**config.mk**
```make
export PLATFORM = sky130hd
export DESIGN_NAME = regbank_reader
export DESIGN_NICKNAME = d
export VERILOG_FILES = /design/src/rtl/regbank_reader.sv
export SDC_FILE = /design/constraint.sdc
export NUM_CORES = 1
export LEC_CHECK = 0
export CORE_AREA = 2 2 137 139
export CTS_BUF_LIST = sky130_fd_sc_hd__clkbuf_8
export DETAILED_ROUTE_END_ITERATION = 7
export DIE_AREA = 0 0 139 141
export PLACE_DENSITY = 0.83
export SETUP_SLACK_MARGIN = 0.5
export SLEW_MARGIN = 20
export SYNTH_ARGS = -nofsm -noshare
export SYNTH_HDL_FRONTEND = slang
export SYNTH_SLANG_ARGS = --single-unit
```
**constraint.sdc**
```tcl
create_clock -name clk -period 2.7 [get_ports clk]
set_input_delay 0.54 -clock clk [delete_from_list [all_inputs] [get_ports clk]]
set_output_delay 0.54 -clock clk [all_outputs]
set_load 0.02 [all_outputs]
```
**src/rtl/regbank_reader.sv**
```systemverilog
// regbank_reader
//   Read side of the 16x16-bit register bank. It turns operand-fetch requests
//   into registered A/B operand pairs over a valid/ready handshake. It also
//   runs a dump engine that streams all 16 registers out one word at a time.
//
//   Optional feature macro: REGREAD_BYPASS_EN
//     defined     : a bank write landing in the sampling cycle (regEnable[i])
//                   is forwarded from ALUBus.
//     not defined : the live bank outputs are always used. A same-cycle write
//                   returns the pre-write value. regEnable/ALUBus are unused.
//
//   Ports
//     clk, reset            clock, synchronous active-high reset
//     r0..r15               live register-bank outputs
//     regEnable, ALUBus     bank write enables / write data (forwarding)
//     rd_req, rd_addr_a/b   operand-fetch request and source indices
//     rd_ready              request accepted when high together with rd_req
//     opA, opB, rd_valid    registered operands and their valid flag
//     rd_accept             consumer takes opA/opB
//     dump_start            single-cycle dump request
//     dump_busy             dump engine active
//     dump_valid/index/data presented dump word
//     dump_ready            dump consumer accepts the current word
//     dump_done             one-cycle pulse after word 15 is accepted
module regbank_reader (
    input  logic        clk,
    input  logic        reset,
    input  logic [15:0] r0,
    input  logic [15:0] r1,
    input  logic [15:0] r2,
    input  logic [15:0] r3,
    input  logic [15:0] r4,
    input  logic [15:0] r5,
    input  logic [15:0] r6,
    input  logic [15:0] r7,
    input  logic [15:0] r8,
    input  logic [15:0] r9,
    input  logic [15:0] r10,
    input  logic [15:0] r11,
    input  logic [15:0] r12,
    input  logic [15:0] r13,
    input  logic [15:0] r14,
    input  logic [15:0] r15,
    input  logic [15:0] regEnable,
    input  logic [15:0] ALUBus,
    input  logic        rd_req,
    input  logic [3:0]  rd_addr_a,
    input  logic [3:0]  rd_addr_b,
    output logic        rd_ready,
    output logic [15:0] opA,
    output logic [15:0] opB,
    output logic        rd_valid,
    input  logic        rd_accept,
    input  logic        dump_start,
    output logic        dump_busy,
    output logic        dump_valid,
    output logic [3:0]  dump_index,
    output logic [15:0] dump_data,
    input  logic        dump_ready,
    output logic        dump_done
);

    typedef enum logic [1:0] {IDLE, LOAD, SHOW} state_t;

    state_t             state;
    logic [15:0][15:0]  rf;
    logic               dump_go;
    logic               rd_take;

    assign rf = {r15, r14, r13, r12, r11, r10, r9, r8,
                 r7,  r6,  r5,  r4,  r3,  r2,  r1, r0};

`ifdef REGREAD_BYPASS_EN
    function automatic logic [15:0] fwd(input logic [3:0] i);
        return regEnable[i] ? ALUBus : rf[i];
    endfunction
`else
    function automatic logic [15:0] fwd(input logic [3:0] i);
        return rf[i];
    endfunction

    // Write-port inputs only matter when forwarding is built in.
    logic unused_wr_port;
    assign unused_wr_port = ^{regEnable, ALUBus};
`endif

    assign rd_ready  = (!rd_valid || rd_accept) && (state == IDLE);
    assign dump_busy = (state != IDLE);

    // A dump may only start once the operand slot is free (or being freed),
    // and it shadows any fetch request presented in the same cycle.
    assign dump_go = dump_start && rd_ready;
    assign rd_take = rd_req && rd_ready && !dump_start;

    always_ff @(posedge clk) begin
        if (reset) begin
            state      <= IDLE;
            opA        <= '0;
            opB        <= '0;
            rd_valid   <= 1'b0;
            dump_valid <= 1'b0;
            dump_index <= '0;
            dump_data  <= '0;
            dump_done  <= 1'b0;
        end else begin
            if (rd_take) begin
                opA      <= fwd(rd_addr_a);
                opB      <= fwd(rd_addr_b);
                rd_valid <= 1'b1;
            end else if (rd_valid && rd_accept) begin
                rd_valid <= 1'b0;
            end

            dump_done <= 1'b0;
            case (state)
                IDLE: begin
                    if (dump_go) state <= LOAD;
                end
                LOAD: begin
                    // Sampled once; later writes while stalled in SHOW are not seen.
                    dump_data  <= fwd(dump_index);
                    dump_valid <= 1'b1;
                    state      <= SHOW;
                end
                SHOW: begin
                    if (dump_ready) begin
                        dump_valid <= 1'b0;
                        if (dump_index == 4'd15) begin
                            dump_index <= '0;
                            dump_done  <= 1'b1;
                            state      <= IDLE;
                        end else begin
                            dump_index <= dump_index + 4'd1;
                            state      <= LOAD;
                        end
                    end
                end
                default: state <= IDLE;
            endcase
        end
    end

endmodule

```
==> metrics.txt <==
Hold Path Class=reg -> reg; area of the multi-input gates=~6300 um2; Final Wtd Congestion=0.907; Worst-Skew Late Latency=350 ps; Die Y=141 um; Reg clk slew, reported paths=70 ps; Cell Area, Placed=around 11000 um2; crit end category=output pin; WP depth=1; Post-DP HPWL=24400 um; core area=between 15000 and 20000 um2; RSZ-0062 raised after global routing=no; CTS Hold Bufs=0; CP peak stage delay=approximately 700 ps; Switching Share=33.3%; Worst Setup EP=dump_index[0]; Crit-path slowest cell=clkdlybuf4s50_1; die area=19600 um2; TritonCTS clock tree=done; routed wire length=32400 um; Vias=8271; grt ovf=0; Psw=1.18 mW; Synthesis Warnings=0; Crit path buffers/inverters=1; P_leak=a little under 4 nW; setup violators final=0; via/cell ratio=7.00; Clock Skew=roughly 14 ps; CTS buffer count=9; synth top area cells=mux4_2 (47%), dfxtp_1 (14%), mux2i_1 (9.6%); post-route cell area=about 12000 um2; share of cells above drive strength 1=26.7%; Mapped Cells=640; CTS Buffer Depth=2; Logic pwr share=between 40% and 50%; top cells by count, synth=mux4_2 (166), mux2i_1 (76), dfxtp_1 (57), nor2_1 (39), buf_2 (31); CP top delay family=buffers and inverters; Slew Viols, Final=0; fmax=472 MHz; Sequential Area=between 1000 and 1500 um2; Max Cap Viol=0; Synth Register Bits=57; CP Cell Sequence=clkdlybuf4s50_1; WS Path Type=reg -> out; Port-buffer cells=326; final hold violation count=0; Power Density=303 nW/um2; Fill cells=1452; Overall Global Routing Usage=between 30 and 40%; reg-to-reg critical path startpoint=dump_index[0]; Ports=359; # diodes=0; root buffer cell=clkbuf_8; main flop type after synthesis=dfxtp_1; Slew HR=69.7%; Mapped Area=7940 um2; Pint=2.36 mW; num rows=50; Synth cell types=47; Max Fanout on Critical Path=14; clock group share of total power=23.7%; CTS HTree Levels=3; initial DRC count=812; RR Endpoint=dump_data[14]; CP startpoint=dump_index[0]; count leader, synth=mux4_2; final core occ=63.9%; Peak VDD IR=~0.26 mV; Tcrit/Tclk final=78.4%; Worst-Margin Slew=443 ps; sequential share of power=27.0%; first-pass GRT wire length=49500 um; clk sinks=57; sequential area share after synthesis=14.4%; R2R cell count=4; Worst Hold Launch=opB[14]; share of the synthesized area in the top cell type=47.1%; startpoint types=register; syn_nets=around 940; Req. time, crit path=2160 ps; WP data arrival=1580 ps; Synth-to-Final Area Change=46.9%; minimum clock period=2120 ps; initial antenna violation count=0; Post-route DRC=0; number of flops mapped to enable cells by yosys=0; Wirelength per Cell=27.4 um; antenna-violating nets left=0; status=finished, final reports clean; Avg Inst Size Synth=12.4 um2; Reg2Reg Setup Slack=810 ps; post-layout net count=1246; drt first pass iters=5; Die Width=about 140 um; largest net degree at the start of global routing=66; Starting Density=43.5%; Synth async-reset ratio=0%; vias in the first global route=8727; setup TNS=0 ps; post-synth top area cell=mux4_2
[registers in the layout (all words and copies together) (netlist names)]
register	count
dump_done	1
state	2
dump_index	4
opB	16
dump_valid	1
opA	16
rd_valid	1
dump_data	16
[per-layer routing]
metal / vias up / share of wire, % / global-route usage [%]
met1: 4055 / 34 / 40.4
met4: 0 / 4.6 / 16.9
met5: - / 0 / 0
met2: 694 / 50 / 55.0
met3: 115 / 11 / 7.10
li1: 3407 / - / -
[worst min-delay path by stage]
stage / endpoint / slack (ps) / cells past startpoint
global route: dump_data[9] / 520 / 2
CTS: dump_data[9] / 500 / 2
global placement: opB[14] / 470 / 2
detailed placement: dump_data[9] / 490 / 2
finish: opB[14] / 500 / 2
floorplan: state[0] / 480 / 1
[power groups by stage]
stage               registers (mW)  clock network [mW]  logic [mW]
global placement             0.974                   0        1.70
finish                       0.955               0.838        1.75
floorplan                     1.03                   0       0.842
CTS                          0.953               0.851        1.74
global route                 0.960               0.884        1.84
detailed placement           0.975                   0        1.73
[stage by stage]
stage	hold slack [ps]	worst slack, ps	cells	power [mW]
global placement	468	157	1165	2.67
CTS	500	449	1182	3.54
global route	524	519	1182	3.68
floorplan	481	706	640	1.88
detailed placement	491	185	1165	2.70
finish	496	583	1182	3.54
[timing repair]
| item | 4_1_cts | 5_1_grt |
|---|---|---|
| setup buffers | 1 | 0 |
| setup endpoints to repair | 5 | 7 |
| gates resized for setup | 5 | 3 |
[layout by cell type (no fill, tap or decap), types with 8 or more instances in the layout]
cell / Yosys / final
mux2i_1: 76 / 76
mux4_2: 166 / 166
buf_12: 1 / 10
o21bai_1: 10 / 10
dfxtp_1: 57 / 53
a22oi_1: 16 / 16
buf_4: 8 / 37
a211oi_1: 15 / 15
a221oi_1: 10 / 10
a21oi_1: 22 / 22
o221ai_1: 20 / 20
clkbuf_8: 2 / 10
nand2_1: 10 / 10
nand3b_1: 9 / 9
nor2b_1: 22 / 19
a2111oi_2: 8 / 8
nor4_1: 14 / 14
clkdlybuf4s50_1: 0 / 316
nor2_1: 39 / 38
o22ai_1: 14 / 14
[kinds of logic (layout without fill, tap and decap cells)]
group,after synthesis,in the layout,share of synthesized area (%)
buffers and inverters,82,390,6.21
adder cells (fa/ha/maj),1,1,0.157
flip-flops,57,57,14.4
AND/OR/NAND/NOR,120,120,7.97
AO/OA/AOI/OAI,132,132,12.9
XOR/XNOR,1,1,0.110
multiplexers,247,247,58.3
[layout make-up]
class	instances	share of cell area [%]
clock buffers	10	1.18
clock inverters	6	0.440
inverters	2	0.0643
multi-input cells	501	54.3
flip-flops and latches	57	9.86
well taps	234	2.51
repair buffers	372	31.7
Note: power is estimated with default switching activity, not from simulation.
==> patch 1, RTL diff (config.mk and constraints unchanged) <==
Encoding of `state_t`: now one-hot (3 bits for 3 states).
--- a/src/rtl/regbank_reader.sv
+++ b/src/rtl/regbank_reader.sv
@@ -60,7 +60,7 @@
     output logic        dump_done
 );
 
-    typedef enum logic [1:0] {IDLE, LOAD, SHOW} state_t;
+    typedef enum logic [2:0] {IDLE = 3'b001, LOAD = 3'b010, SHOW = 3'b100} state_t;
 
     state_t             state;
     logic [15:0][15:0]  rf;
Formal check against the unedited RTL: no difference found for any inputs over 10 cycles, from zero or initial values and one cycle with reset high; not proved beyond that.
==> patch 1 against the original RTL <==
- sequential share of layout area down 0.056 points
- register-to-register slack worse by 0.27 ns
- die area unchanged
- routed wire length up 2.1%
- sequential cell count up 1
- final area up 2.0%
- total power up 21%
- synthesized area up 2.8%
- worst setup slack worse by 0.041 ns
- non-clock buffer count down 6
- count of clock-buffer cells in the layout down 1
- hold slack worse by 0.027 ns
- critical path type is now flop to flop
- final cell count down 0.68%
- first-iteration DRC count down 8.7%
==> patch 1: results (changes against the original RTL) <==
DR WL met2=15.7 mm (-2.1%); Pre-Repair DR Iteration Count=5 (unchanged); setup bufs post-CTS=1 (unchanged); maximum buffer depth of the clock tree=2 (unchanged); R2R Setup Slk=0.54 ns (-0.27 ns); slowest CP cell=nor2_2; hold path startpoint=opA[11]; worst r2r src=dump_index[1]; Worst VDD drop=0.246 mV (-5.0%); GRT Resource Usage Total=0.335 (+0.00619); DP HPWL=24.8 mm (+1.4%); later-pin clock latency in the skew report=0.37 ns (+0.02 ns); Synth Area in XOR/XNOR=0.00215 (+0.00104); metal3 WL=3.61 mm (-0.61%); sw frac=0.360 (+0.0264); Fillers=1,345 (-7.4%); reg2reg path depth=4 (unchanged); worst-path maximum fanout=15 (+1); Post-Syn Nets=942 (-0.11%); Pleak=4.25 nW (+8.1%); Clock transition at path regs=0.09 ns (+0.02 ns); count of cell types in the netlist=40 (-15%); post-CTS sizing=4 (-1); mux cell area share after synthesis=0.615 (+0.0320); worst hold path endpoint=opA[11]; met3 Track Usage GR=0.0988 (+0.0279); cell family with most CP delay=simple AND/OR/NAND/NOR gates; Iter 0 DRT Violations=741 (-8.7%); dominant cells by area after synthesis=mux4_2 44%, dfxtp_1 14%, mux2i_1 12%, mux4_1 4.8%, a211o_1 3.4%; Worst Tran Pin Value=1.16 ns (+0.720 ns); DR top layer=met5; worst hold slack=0.469 ns (-0.0268 ns); combinational power share=0.520 (+0.026); vias in the first global route=8,582 (-1.7%); Synth Area in Adders=0.00153 (-0.0000427); met1 WL=12.2 mm (+9.2%); H-tree depth=3 (unchanged); CTS Root Cell=clkbuf_8; Hold Crit Depth=1 (-1); Sequential Power=0.00109 W (+14%); initial antenna violation count=3 (+3); largest net degree at the start of global routing=65 (-1.5%); top cell types by occurrence after synthesis=161 x mux4_2, 95 x mux2i_1, 58 x dfxtp_1; met1 Usage GRT=0.420 (+0.0161); Worst path max stage delay=0.90 ns (+0.22 ns); crit path to=dump_data[10]; met2 GRT Util=0.536 (-0.0143); Seq/Total Area, Yosys=0.142 (-0.00144); WP data arrival=2.44 ns (+0.86 ns); post-synthesis compound-gate area fraction=0.0949 (-0.0341); share of post-route cells with drive strength above 1=0.251 (-0.0163); status=completed; Fin Clk Skew=0.0107 ns (-0.00303 ns); CP Class=flop to flop; Total Wirelength=33.0 mm (+2.1%); Final nets=1,236 (-0.80%); vias=8,258 (-0.16%); gpl congestion=0.926 (+2.1%); first-pass GRT wire length=50.1 mm (+1.2%)
patch 1: through the flow:
step / util / setup WS, ns / cell area, µm² / total power (W) / std cells
5_1_grt: 0.652 / 0.502 / 11900 / 0.00447 / 1174
6_report: 0.652 / 0.542 / 11900 / 0.00429 / 1174
3_3_place_gp: 0.636 / 0.260 / 11600 / 0.00324 / 1152
3_5_place_dp: 0.636 / 0.237 / 11600 / 0.00328 / 1152
2_1_floorplan: - / 0.738 / 8170 / 0.00225 / 639
4_1_cts: 0.649 / 0.501 / 11900 / 0.00426 / 1169
patch 1: final cells by class:
class / instances / area, µm² / share of cell area
Timing Repair Buffer: 366 / 3670 / 0.308
Tap cell: 234 / 293 / 0.0246
Multi-Input combinational cell: 497 / 6540 / 0.549
Sequential cell: 58 / 1170 / 0.0981
Inverter: 1 / 3.75 / 0.000315
Clock buffer: 9 / 124 / 0.0104
Clock inverter: 7 / 101 / 0.00851
Antenna cell: 2 / 5.00 / 0.000420
==> patch 2, RTL diff (same settings) <==
Without the edit above. Add a define of `REGREAD_BYPASS_EN`.
--- a/src/rtl/regbank_reader.sv
+++ b/src/rtl/regbank_reader.sv
@@ -22,6 +22,8 @@
 //     dump_valid/index/data presented dump word
 //     dump_ready            dump consumer accepts the current word
 //     dump_done             one-cycle pulse after word 15 is accepted
+`define REGREAD_BYPASS_EN
+
 module regbank_reader (
     input  logic        clk,
     input  logic        reset,
Formal check against the unedited RTL: not equivalent (Yosys sat finds a counterexample within 4 cycles, from zero or initial values and one cycle with reset high).
==> patch 2 against the original RTL <==
- clock skew is 0.0057 ns lower
- final area is 17% higher
- synthesized area is 7.9% higher
- total power is 4.1% higher
- die area stayed put
- sequential power is 1% lower
- sequential share of layout area is 1.4 points lower
- routed wire length is 14% higher
- worst setup slack worse by 0.26 ns
- non-clock buffer count is 66 higher
- core utilization is 11 points higher
- sequential cell count stayed put
- final cell count is 1.7% higher
- highest routed layer unchanged
==> patch 2: results (changes against the original RTL) <==
Seq/Total Area, Yosys=0.133 (-0.0105); buffering overhead=0.357 (+0.0405); met3 Track Usage GR=0.0768 (+0.00577); final-layout clock buffer total=11 (+1); worst hold slack=0.488 ns (-0.00825 ns); worst-path maximum fanout=6 (-8); DR WL met2=17.8 mm (+11%); reg2reg path depth=6 (+2); Worst Setup End Kind=flop; slowest CP cell=mux4_2; later-pin clock latency in the skew report=0.34 ns; count of cell types in the netlist=37 (-21%); proportion of cell area occupied by registers=0.0845 (-0.0141); Worst path max stage delay=0.56 ns (-0.12 ns); port bufs=358 (+9.8%); dominant cells by area after synthesis=mux4_2 58%, dfxtp_1 13%, a221o_1 5.6%, a211oi_1 3.1%, mux4_1 3.1%; FF-to-FF End=dump_data[5]; met1 Usage GRT=0.465 (+0.0614); worst hold path endpoint=dump_data[9]; largest net degree at the start of global routing=43 (-35%); min-delay worst type=flop to flop; Post-Syn Nets=894 (-5.2%); Synth Area in XOR/XNOR=0.00102 (-0.0000806); Iter 0 DRT Violations=859 (+5.8%); initial antenna violation count=4 (+4); mux cell area share after synthesis=0.645 (+0.0625); Fillers=1,175 (-19%); Hold Crit Depth=1 (-1); multi-input combinational area share=0.522 (-0.0208); vias per cell=7.21 (+3.1%); Worst VDD drop=0.347 mV (+34%); metal3 WL=4.07 mm (+12%); Pleak=5.05 nW (+29%); DP HPWL=28.2 mm (+15%); maximum buffer depth of the clock tree=2 (unchanged); share of post-route cells with drive strength above 1=0.390 (+0.123); R2R Setup Slk=0.32 ns (-0.49 ns); cell family with most CP delay=multiplexers; Clock transition at path regs=0.07 ns (about the same); GRT Resource Usage Total=0.351 (+0.0222); top cell types by occurrence after synthesis=221 x mux4_2, 57 x dfxtp_1, 48 x a221o_1; Multi-In Gates=450 (-10%); gpl congestion=0.970 (+7.0%); met2 GRT Util=0.573 (+0.0223); Final nets=1,262 (+1.3%); status=completed; met1 WL=13.0 mm (+17%); first-pass GRT wire length=52.3 mm (+5.7%); Antenna diodes=4 (+4); hold path startpoint=dump_data[9]; ClkCell Share=0.0132 (-0.00295); vias in the first global route=8,632 (-1.1%); Avg WL per Cell=30.6 µm (+12%); Plain + repair buffers=438 (+18%); non-clock inverter count=3 (+1); post-synthesis compound-gate area fraction=0.103 (-0.0259); Synth Area in Adders=0.00146 (-0.000115); Fin Clk Skew=0.00798 ns (-0.00572 ns); WP data arrival=2.61 ns (+1.03 ns); Worst Tran Pin Value=1.07 ns (+0.631 ns)
patch 2: stage by stage:
stage / std cells / TNS, ns / power [W] / area, µm² / setup slack [ns]
2_1_floorplan: 591 / 0 / 0.00194 / 8700 / 0.341
5_1_grt: 1200 / 0 / 0.00381 / 13600 / 0.285
6_report: 1202 / 0 / 0.00369 / 13600 / 0.323
3_3_place_gp: 1156 / -3.10 / 0.00282 / 12600 / -0.142
4_1_cts: 1184 / 0 / 0.00360 / 13100 / 0.336
3_5_place_dp: 1156 / -4.35 / 0.00285 / 12600 / -0.179
patch 2: repair_timing:
action | 4_1_cts | 5_1_grt
pin swaps | 4 | 5
setup endpoints to repair | 51 | 45
setup buffers | 9 | 5
cloned | 3 | 9
endpoints found under the hold margin | 0 | 0
gates resized for setup | 38 | 83
patch 2: power by group:
part | total [W] | switching (W) | internal, W
Clock | 0.000719 | 0.000341 | 0.000378
Combinational | 0.00203 | 0.000807 | 0.00122
Sequential | 0.000941 | 0.0000429 | 0.000898
Total | 0.00369 | 0.00119 | 0.00250
